$ cat src/rtl/pipe_ctrl_pkg.sv
// pipe_ctrl_pkg: opcodes, controller states and flag-setting decode shared by the hazard controller
package pipe_ctrl_pkg;
   localparam logic [3:0] ADD = 4'h0, SUB = 4'h1, XOR = 4'h2, SLL = 4'h3, SRA = 4'h4, ROR = 4'h5;
   localparam logic [3:0] LW = 4'h8, SW = 4'h9, B = 4'hC, BR = 4'hD, HLT = 4'hF;
   typedef enum logic [1:0] {RUN, STALL, DRAIN, HALTED} state_t;
   function automatic logic sets_flags(input logic [3:0] op);
      return op inside {ADD, SUB, XOR, SLL, SRA, ROR};
   endfunction
endpackage

$ cat src/rtl/pipeline_hazard_ctrl_hazard_detect.sv
// hazard_detect: stall cycles needed by the decode instruction (0..2)
// FLAG_STALL_EN adds a one-cycle stall for conditional branches behind a flag-setting EX op.
module hazard_detect
   import pipe_ctrl_pkg::*;
(
   input  logic       id_valid,
   input  logic [3:0] id_opcode,
   input  logic [2:0] id_cond,
   input  logic [3:0] id_rs,
   input  logic [3:0] id_rt,
   input  logic [3:0] ex_opcode,
   input  logic       ex_write_reg,
   input  logic [3:0] ex_rd,
   input  logic       mem_write_reg,
   input  logic [3:0] mem_rd,
   output logic [1:0] need
);
   logic br, ex_hit, mem_hit, lw_hit, flag_hit;
`ifdef FLAG_STALL_EN
   assign flag_hit = (br || id_opcode == B) && id_cond != 3'b111 && sets_flags(ex_opcode);
`else
   logic unused_cond;
   assign unused_cond = ^id_cond;
   assign flag_hit = 1'b0;
`endif
   always_comb begin
      br = id_opcode == BR;
      ex_hit = br && ex_write_reg && ex_rd != 4'd0 && ex_rd == id_rs;
      mem_hit = br && mem_write_reg && mem_rd != 4'd0 && mem_rd == id_rs;
      lw_hit = ex_opcode == LW && ex_rd != 4'd0 && (ex_rd == id_rs || ex_rd == id_rt) && !br && id_opcode != B;
      need = !id_valid ? 2'd0 : ex_hit ? 2'd2 : (mem_hit || lw_hit || flag_hit) ? 2'd1 : 2'd0;
   end
endmodule

$ cat src/rtl/pipeline_hazard_ctrl.sv
// pipeline_hazard_ctrl: stall/flush/halt-drain FSM for the five-stage pipeline
// Optional FLAG_STALL_EN (see hazard_detect) stalls conditional branches on in-flight flags.
module pipeline_hazard_ctrl
   import pipe_ctrl_pkg::*;
#(
   parameter int DRAIN_CYCLES = 3,
   parameter int CNT_W = 16
) (
   input  logic             clk,
   input  logic             rst,
   input  logic             id_valid,
   input  logic [3:0]       id_opcode,
   input  logic [2:0]       id_cond,
   input  logic [3:0]       id_rs,
   input  logic [3:0]       id_rt,
   input  logic [3:0]       ex_opcode,
   input  logic             ex_write_reg,
   input  logic [3:0]       ex_rd,
   input  logic             mem_write_reg,
   input  logic [3:0]       mem_rd,
   input  logic             branch_taken,
   output logic             pc_we,
   output logic             ifid_we,
   output logic             ifid_flush,
   output logic             idex_bubble,
   output logic             halted,
   output logic [CNT_W-1:0] stall_count
);
   state_t state, state_n;
   logic [1:0] cnt, cnt_n, need;
   logic hold, hlt_go;
   hazard_detect u_hd (
      .id_valid(id_valid), .id_opcode(id_opcode), .id_cond(id_cond), .id_rs(id_rs), .id_rt(id_rt),
      .ex_opcode(ex_opcode), .ex_write_reg(ex_write_reg), .ex_rd(ex_rd),
      .mem_write_reg(mem_write_reg), .mem_rd(mem_rd), .need(need)
   );
   always_ff @(posedge clk or posedge rst) begin
      if (rst) begin
         state <= RUN;
         cnt <= 2'd0;
         stall_count <= '0;
      end else begin
         state <= state_n;
         cnt <= cnt_n;
         if (idex_bubble && (state == RUN || state == STALL) && stall_count != '1)
            stall_count <= stall_count + CNT_W'(1);
      end
   end
   always_comb begin
      state_n = state;
      cnt_n = cnt;
      case (state)
         RUN: begin
            if (need == 2'd2) begin
               state_n = STALL;
               cnt_n = 2'd1;
            end else if (hlt_go) begin
               state_n = DRAIN;
               cnt_n = 2'(DRAIN_CYCLES - 1);
            end
         end
         STALL: begin
            cnt_n = cnt - 2'd1;
            state_n = cnt == 2'd1 ? RUN : STALL;
         end
         DRAIN: begin
            cnt_n = cnt == 2'd0 ? 2'd0 : cnt - 2'd1;
            state_n = cnt == 2'd0 ? HALTED : DRAIN;
         end
         default: ;
      endcase
   end
   // branch_taken only matters in RUN with no hazard; a stall always wins
   always_comb begin
      hold = state != RUN || need != 2'd0;
      hlt_go = !hold && !branch_taken && id_valid && id_opcode == HLT;
      pc_we = !hold && !hlt_go;
      ifid_we = !hold;
      ifid_flush = (!hold && branch_taken) || hlt_go;
      idex_bubble = hold;
      halted = state == HALTED;
   end
endmodule

$ cat config.mk
export PLATFORM = sky130hd
export DESIGN_NAME = pipeline_hazard_ctrl
export DESIGN_NICKNAME = d
export VERILOG_FILES = /design/src/rtl/pipe_ctrl_pkg.sv /design/src/rtl/pipeline_hazard_ctrl_hazard_detect.sv /design/src/rtl/pipeline_hazard_ctrl.sv
export SDC_FILE = /design/constraint.sdc
export NUM_CORES = 1
export LEC_CHECK = 0
export ABC_CLOCK_PERIOD_IN_PS = 5000
export BUFFER_PORTS_ARGS = -buffer_cell sky130_fd_sc_hd__buf_2
export CORE_UTILIZATION = 35
export DETAILED_ROUTE_END_ITERATION = 6
export PLACE_DENSITY = 0.61
export SLEW_MARGIN = 25
export SYNTH_ARGS = -nofsm -noshare
export SYNTH_HDL_FRONTEND = slang
export SYNTH_SLANG_ARGS = --single-unit
$ cat constraint.sdc
create_clock -name clk -period 5 [get_ports clk]
set_clock_uncertainty 0.2 [all_clocks]
set_input_delay 0.75 -clock clk [delete_from_list [all_inputs] [get_ports clk]]
set_output_delay 0.75 -clock clk [all_outputs]
set_load 0.05 [all_outputs]
Word-level counts from Yosys, hierarchy flattened:

Cells that the tools add are included.

* register bits: 20
* input port bits: 33
* output and inout port bits: 21

* $add $sub $neg: 2
* eq/ne operators: 14
* multiplexer cells: 10
* reduce and logical (&&, ||, !) cells: 34

Operators with widths (count)
* $logic_and A1 B1 Y1: 17
* $add A16 B1 Y16 const B: 1
* $ne A16 B16 Y1 const B: 1
* $eq A4 B4 Y1: 3
* $eq A4 B4 Y1 const B: 3
* $pmux W2 S3: 2
* $mux W2: 5
* $reduce_bool A4 Y1: 2
* $eq A2 B2 Y1 const B: 3
* $logic_or A1 B1 Y1: 5
* $eq A2 B1 Y1 const B: 2
* $logic_not A1 Y1: 4
* $logic_not A2 Y1: 2
* $ne A4 B4 Y1 const B: 1
* $reduce_bool A2 Y1: 2
* $mux W1: 3
* $ne A3 B2 Y1 const B: 1
* $reduce_bool A3 Y1: 1
* $reduce_and A2 Y1: 1
* $sub A2 B1 Y2 const B: 1

Logic depth before layout (Yosys ltp):

Gate-level depths: netlist of run 1.

* word-level depth: 18
* depth in mapped cells: 8
* gate-level depth less buffers: 7

Hierarchy:

From an unflattened synthesis of run 1, not the netlist that was laid out.

* cell total of the unflattened synthesis: 150
* area, all modules: 1476.4 um^2

By module, submodules not included
* pipeline_hazard_ctrl: instances 1, cells each 120, area an instance 1243.7 um^2, seq. area each 500.5 um^2
* hazard_detect: instances 1, cells each 30, area an instance 232.7 um^2, seq. area each 0.0 um^2

Worst setup path before layout of run 1:

OpenSTA, ideal clock, no wires.

* path kind: input to output
* from: input port ex_rd[1]
* to: output port ifid_flush
* arrival: 2.976 ns
* path slack: 1.074 ns
* cell stages on the path: 5
* buffers on the path: 0
* path through: or4_1 > and3_4 > nand3_1 > nand3_1 > nor2_1

* longest elaborated chain between the ends: 16

RTL lines
* start, declared: RTL line pipeline_hazard_ctrl.sv:18 `input logic [3:0] ex_rd,`
* $eq A4 B4 Y1, or another cell as far along: RTL line pipeline_hazard_ctrl_hazard_detect.sv:28, pipeline_hazard_ctrl_hazard_detect.sv:30
* $logic_or A1 B1 Y1 / $logic_and A1 B1 Y1 (equally long branches): RTL line pipeline_hazard_ctrl_hazard_detect.sv:30 `lw_hit = ex_opcode == LW && ex_rd != 4'd0 && (ex_rd == id_rs || ex_rd == id_rt) && !br && id_opcode != B;`
* $logic_and A1 B1 Y1 (3 in a row): RTL line pipeline_hazard_ctrl_hazard_detect.sv:30
* $logic_or A1 B1 Y1: RTL line pipeline_hazard_ctrl_hazard_detect.sv:31 `need = !id_valid ? 2'd0 : ex_hit ? 2'd2 : (mem_hit || lw_hit || flag_hit) ? 2'd1 : 2'd0;`
* $mux W1: RTL line pipeline_hazard_ctrl_hazard_detect.sv:31
* $mux W2 * (2 in a row): RTL line pipeline_hazard_ctrl_hazard_detect.sv:31
* $reduce_bool A2 Y1 *: RTL line pipeline_hazard_ctrl.sv:75 `hold = state != RUN || need != 2'd0;`
* $logic_or A1 B1 Y1 *: RTL line pipeline_hazard_ctrl.sv:75
* named net idex_bubble: RTL line pipeline_hazard_ctrl.sv:25 `output logic idex_bubble,`
* $logic_not A1 Y1 *: RTL line pipeline_hazard_ctrl.sv:76, pipeline_hazard_ctrl.sv:79
* $logic_and A1 B1 Y1 (3 in a row): RTL line pipeline_hazard_ctrl.sv:76 `hlt_go = !hold && !branch_taken && id_valid && id_opcode == HLT;`
* $logic_or A1 B1 Y1 *: RTL line pipeline_hazard_ctrl.sv:79 `ifid_flush = (!hold && branch_taken) || hlt_go;`
* end, declared: RTL line pipeline_hazard_ctrl.sv:24 `output logic ifid_flush,`

The timed path passes the listed nets; every way through them passes the cells marked *.

Worst setup path in the final report of run 1:

* from: input port id_rs[0]
* to: output port idex_bubble

* longest elaborated chain between the ends: 11

RTL lines
* start, declared: RTL line pipeline_hazard_ctrl.sv:14 `input logic [3:0] id_rs,`
* $eq A4 B4 Y1: RTL line pipeline_hazard_ctrl_hazard_detect.sv:28, pipeline_hazard_ctrl_hazard_detect.sv:30
* $logic_or A1 B1 Y1: RTL line pipeline_hazard_ctrl_hazard_detect.sv:30
* $logic_and A1 B1 Y1 (3 in a row): RTL line pipeline_hazard_ctrl_hazard_detect.sv:30
* $logic_or A1 B1 Y1: RTL line pipeline_hazard_ctrl_hazard_detect.sv:31
* $mux W1: RTL line pipeline_hazard_ctrl_hazard_detect.sv:31
* $mux W2 * (2 in a row): RTL line pipeline_hazard_ctrl_hazard_detect.sv:31
* $reduce_bool A2 Y1 *: RTL line pipeline_hazard_ctrl.sv:75
* $logic_or A1 B1 Y1 *: RTL line pipeline_hazard_ctrl.sv:75
* end, declared: RTL line pipeline_hazard_ctrl.sv:25

Mark *: on every way between the ends. The rest lies on a longest branch, timed or not.

==> results.cfg, run 1 <==
[logic_synthesis]
synth_ff_type = dfrtp_1
ys_async_sr_fraction_pct = 100.0
yosysSeqAreaShare_pct = 36.10
synth_cell_types = 36
synth_nets = 182
synthCells = 139
yosys_warnings = 0
syn_avg_cell_area_sq_um = 9.974
synth_enable_flop_cells = 0
netlist_area_sq_um = 1386
ys_ff_latch = 20

[pwr]
peakVddDrop_mv = 0.2679
p_leak_nw = 0.8822
power.total_mw = 0.8291
power.density_nw_per_um2 = 473.0

[worst_setup_path]
critPathLaunchType = input port
cp.required_ns = 4.05
worstPathMaxFanout = 4
cp.arrival_ns = 2.53
path_class = input port to output pin
critPathCaptureType = output pin
rrSetupSlack_ns = 2.53

[clock_network]
postCtsSetupBuffers = 0
root_buffer = clkbuf_8
postCtsHoldBufs = 0
clockBufferDepth = 2
clock_latency_ns = 0.25
cts-resized-gates = 0
cts_inserted_buffers = 3
path_clk_slew_ns = 0.07
htreeDepth = 1
cts_sinks = 20
tritoncts = done

[timing]
final_hold_viol_count = 0
rsz0062_at_grt = no
post-route-period-util_pct = 69.55
slew_viol_final = 0
relSlewSlack_pct = 49.45
worst-slew-pin-transition_ns = 0.7574
setup_viol = 0
min_period_ns = 3.478
fin_setup_tns_ns = 0
hold-worst-slack_ns = 0.2997
max_clock_freq_ghz = 0.2876

[floorplanning]
die_w_um = 64.94
num_rows = 22
coreArea_sq_um = 3716
initial_utilization_pct = 37.31
fp.dieH_um = 64.94
io_pins = 54
die-area_sq_um = 4217

[global_route]
grt_pass1_vias = 1212
grt_max_degree = 21
antenna_found_initial = 0
grt_overflow = 0
grt_pass1_wl_um = 5154
grt_usage_pct = 15.42

[routing]
highest_layer = met4
drc = 0
met3_length_um = 157
wirelength_um = 2964
drt_iter0_markers = 59
avgRoutedWirePerCell_um = 12.40
ant_nets = 0
drt_pass1_iterations = 4
wl_met1_um = 1307
met2_length_um = 1472
vias = 1221
drt-vias-per-instance = 5.109

[cells_and_area]
seqCellArea_sq_um = 500.5
fin_area_sq_um = 1753
diodes = 0
final_nets = 235
multi_input_area_sq_um = 833.3
area_delta_synth_final_pct = 26.44
fillCellCount = 361
layout-drive-gt1-share_pct = 33.51
post-route-util_pct = 47.17

[place]
globalplace.congestion = 0.8084
placed_cell_area_sq_um = 1682
detailed_place_hpwl_um = 2372
port_buffers = 50

[worst_hold_path]
worstHoldPathType = flip-flop to flip-flop

[run_status]
status = finished, final reports clean

[job]
maxCapViolCount = 0
-- worst max-delay path, stage by stage --
cell       delay (ns)
buf_2            0.12
xor2_1           0.17
nor4_2           0.45
o2111ai_1        0.18
a221o_1          0.39
nand3_1          0.18
buf_2            0.29
-- per-stage QoR --
stage | instances | setup slack [ns]
2_1_floorplan | 139 | 1.074
4_1_cts | 239 | 1.509
5_1_grt | 239 | 1.397
6_report | 239 | 1.522
3_5_place_dp | 235 | 1.510
3_3_place_gp | 235 | 1.557
-- registers in the layout, indices dropped and copies added (netlist names) --
register	flops
state	2
cnt	2
stall_count	16
-- final cells by class --
type	count	area share [%]
flip-flops and latches	20	28.55
clock buffers	3	2.355
well taps	48	3.426
multi-input cells	107	47.54
inverters	10	2.141
clock inverters	1	1.713
repair buffers	50	14.28
-- report_power, final --
part           switching [mW]  internal [mW]
Sequential             0.0466          0.199
Combinational           0.286          0.139
Clock                  0.0526          0.107
Total                   0.385          0.444
-- kinds of logic after synthesis --
family	synth area share, %
compound gates	10.47
buf+inv	3.791
mux	0.8122
flops	36.10
simple gates	22.83
xor+xnor	16.97
fa+ha+maj	9.025
-- synthesized netlist by cell type, types with 2 or more instances --
library cell | instances | area, sq um
and3_1 | 7 | 43.79
a21oi_1 | 5 | 25.02
ha_1 | 10 | 125.1
xnor2_1 | 14 | 122.6
dfrtp_1 | 20 | 500.5
nor2_1 | 9 | 33.78
a211oi_1 | 2 | 15.01
nand4_1 | 5 | 31.28
o2111ai_1 | 2 | 17.52
nand3_1 | 4 | 20.02
a21o_1 | 3 | 22.52
nor4_1 | 2 | 12.51
xor2_1 | 11 | 96.34
nand2_1 | 11 | 41.29
nand3_2 | 3 | 30.03
nor2b_1 | 2 | 12.51
inv_1 | 10 | 37.54
-- cells in the final DEF, fill, tap and decap left out, types with 2 or more instances in the layout --
master	synthesis	final
a211oi_1	2	2
a21o_1	3	3
a21oi_1	5	5
and3_1	7	7
buf_2	0	50
clkbuf_8	0	3
dfrtp_1	20	20
ha_1	10	10
inv_1	10	10
nand2_1	11	11
nand3_1	4	4
nand3_2	3	3
nand4_1	5	5
nor2_1	9	9
nor2b_1	2	2
nor4_1	2	2
o2111ai_1	2	2
xnor2_1	14	14
xor2_1	11	11
-- routing by layer --
| metal | vias up | global-route usage [%] |
|---|---|---|
| met2 | 48 | 28.13 |
| li1 | 589 | - |
| met3 | 2 | 1.761 |
| met4 | 0 | 5.833 |
| met1 | 582 | 18.20 |
| met5 | - | 0 |
-- final timing paths --
path | from | to | cells after the start
worst min-delay path | stall_count[9]$_DFFE_PP0P_ | stall_count[9]$_DFFE_PP0P_ | 1
max in group asynchronous | rst | cnt[1]$_DFFE_PP0P_ | 2
min in group asynchronous | rst | state[1]$_DFFE_PP0P_ | 2
worst max register to register | stall_count[0]$_DFFE_PP0P_ | stall_count[1]$_DFFE_PP0P_ | 6
worst max-delay path | id_rs[0] | idex_bubble | 7
worst min register to register | stall_count[9]$_DFFE_PP0P_ | stall_count[9]$_DFFE_PP0P_ | 1
Note: power is estimated with default switching activity, not from simulation.
==> run 2, diff against run 1 <==
--- a/config.mk
+++ b/config.mk
@@ -5,11 +5,11 @@
 export SDC_FILE = /design/constraint.sdc
 export NUM_CORES = 1
 export LEC_CHECK = 0
-export ABC_CLOCK_PERIOD_IN_PS = 5000
+export ABC_CLOCK_PERIOD_IN_PS = 2900
 export BUFFER_PORTS_ARGS = -buffer_cell sky130_fd_sc_hd__buf_2
 export CORE_UTILIZATION = 35
 export DETAILED_ROUTE_END_ITERATION = 6
-export PLACE_DENSITY = 0.61
+export PLACE_DENSITY = 0.63
 export SLEW_MARGIN = 25
 export SYNTH_ARGS = -nofsm -noshare
 export SYNTH_HDL_FRONTEND = slang
==> constraint.sdc (replaced) <==
create_clock -name clk -period 2.9 [get_ports clk]
set_clock_uncertainty 0.2 [all_clocks]
set_input_delay 0.435 -clock clk [delete_from_list [all_inputs] [get_ports clk]]
set_output_delay 0.435 -clock clk [all_outputs]
set_load 0.05 [all_outputs]
==> run 2 against run 1 <==
- non-clock buffer count is 6 higher
- largest power group unchanged
- power is 65% higher
- critical path type unchanged
- sequential power is 72% higher
- wire length is 9.5% lower
- via count is 1.7% lower
==> results.cfg, run 2 (synthesized netlist as in run 1, its figures left out) <==
[run_status]
status = finished, final reports clean

[global_route]
grt_overflow = 0
grt_max_degree = 21
antenna_found_initial = 0
grt_pass1_vias = 1066
grt_pass1_wl_um = 4505
grt_usage_pct = 13.69

[routing]
ant_nets = 0
drc = 0
drt_iter0_markers = 46
wirelength_um = 2682
avgRoutedWirePerCell_um = 10.99
drt-vias-per-instance = 4.918
drt_pass1_iterations = 2
vias = 1200

[cells_and_area]
diodes = 0
reg_top3 = stall_count (16), cnt (2), state (2)
mostFrequentLayoutCells = buf_2 (50), dfrtp_1 (20), xnor2_1 (14), xor2_1 (11), nand2_1 (11)
largest_reg_flops = 16
finalNonFillerCells = 244
fillCellCount = 381
regMostFlops = stall_count
area_delta_synth_final_pct = 28.97
layout-drive-gt1-share_pct = 36.73
final_nets = 241
post-route-util_pct = 48.11
fin_area_sq_um = 1788
final_common_cell = buf_2

[place]
port_buffers = 50
globalplace.congestion = 0.7513
placed_cell_area_sq_um = 1747
place_inst = 241
detailed_place_hpwl_um = 2227

[floorplanning]
die-area_sq_um = 4217
fp.dieH_um = 64.94
num_rows = 22
initial_utilization_pct = 37.31
die_w_um = 64.94
io_pins = 54
coreArea_sq_um = 3716

[clock_network]
cts_inserted_buffers = 3
cts-resized-gates = 0
postCtsSetupBuffers = 0
root_buffer = clkbuf_8
clock_latency_ns = 0.25
htreeDepth = 1
clockBufferDepth = 2
tritoncts = done
postCtsHoldBufs = 0
cts_sinks = 20
path_clk_slew_ns = 0.07

[timing]
post-route-period-util_pct = 97.11
rsz0062_at_grt = no
relSlewSlack_pct = 49.32
final_hold_viol_count = 0
min_period_ns = 2.816
fin_setup_tns_ns = 0
slew_viol_final = 0
max_clock_freq_ghz = 0.3551
worst-slew-pin-transition_ns = 0.7594
setup_viol = 0

[worst_setup_path]
cp.arrival_ns = 2.18
worstPathCellList = buf_2 -> or4_1 -> and3_4 -> a221o_1 -> nand3_2 -> buf_2
rrSetupSlack_ns = 0.66
r2r-start = stall_count[0]$_DFFE_PP0P_
cp.required_ns = 2.27
path_class = input port to output pin
critPathCaptureType = output pin
path_common_cell = buf_2
slowest_delay_ns = 0.56
worstPathMaxFanout = 4
reg2regPathDepth = 8
critPathLaunchType = input port
slowest_stage = or4_1
r2r_end = stall_count[7]$_DFFE_PP0P_

[worst_hold_path]
worstHoldPathType = input port to asynchronous set/reset pin

[pwr]
peakVddDrop_mv = 0.4127
power.density_nw_per_um2 = 766.2
p_leak_nw = 0.9008

[job]
maxCapViolCount = 0
## run 2: cell count changes in the layout (fill, tap and decap cells not counted)
cell	before	now
buf_4	0	6
nor2_1	9	7
nor2_4	0	2
bufinv_16	1	0
nand3_1	4	3
nand3_2	3	4
## run 2: report_power, final
part | internal, mW | switching, mW
Combinational | 0.272 | 0.499
Clock | 0.0923 | 0.0845
Sequential | 0.343 | 0.0794
Total | 0.707 | 0.663
## run 2: cell type report
type / instances / area, sq um / area share (%)
repair buffers: 56 / 295.3 / 16.52
well taps: 48 / 60.06 / 3.359
inverters: 10 / 37.54 / 2.099
clock buffers: 3 / 41.29 / 2.309
multi-input cells: 107 / 853.3 / 47.73
flip-flops and latches: 20 / 500.5 / 27.99
## run 2: metrics by stage
stage                     power (mW)  hold WS (ns)  setup WS, ns
after CTS                      1.383        0.1438       0.06522
after detailed placement       1.204        0.2781       0.06693
after floorplan                1.020        0.1988       0.08407
after global placement         1.195        0.2768       0.07472
after global routing           1.475        0.1737       0.01884
final                          1.370        0.1064       0.08395
## run 2: worst max-delay path by stage
stage               cells after the start     endpoint  slack, ns      from
CTS                                     6  idex_bubble       0.07  ex_rd[1]
detailed placement                      6  idex_bubble       0.07  ex_rd[1]
global placement                        6  idex_bubble       0.07  ex_rd[1]
floorplan                               5      ifid_we       0.08  ex_rd[1]
global route                            6  idex_bubble       0.02  ex_rd[1]
finish                                  6  idex_bubble       0.08  ex_rd[1]
## run 2: per-layer routing
layer | GRT usage [%] | wire [um] | vias to the layer above
met1 | 17.72 | 1248 | 544
met5 | 0 | 0 | -
met3 | 1.056 | 150 | 2
li1 | - | - | 607
met2 | 22.79 | 1256 | 47
met4 | 6.667 | 27 | 0
## run 2: critical path: cells and delay by family
| family | cells | cell delay [ns] |
|---|---|---|
| buffers and inverters | 2 | 0.41 |
| and+or+nand+nor | 3 | 0.94 |
| AOI/OAI and AO/OA | 1 | 0.39 |
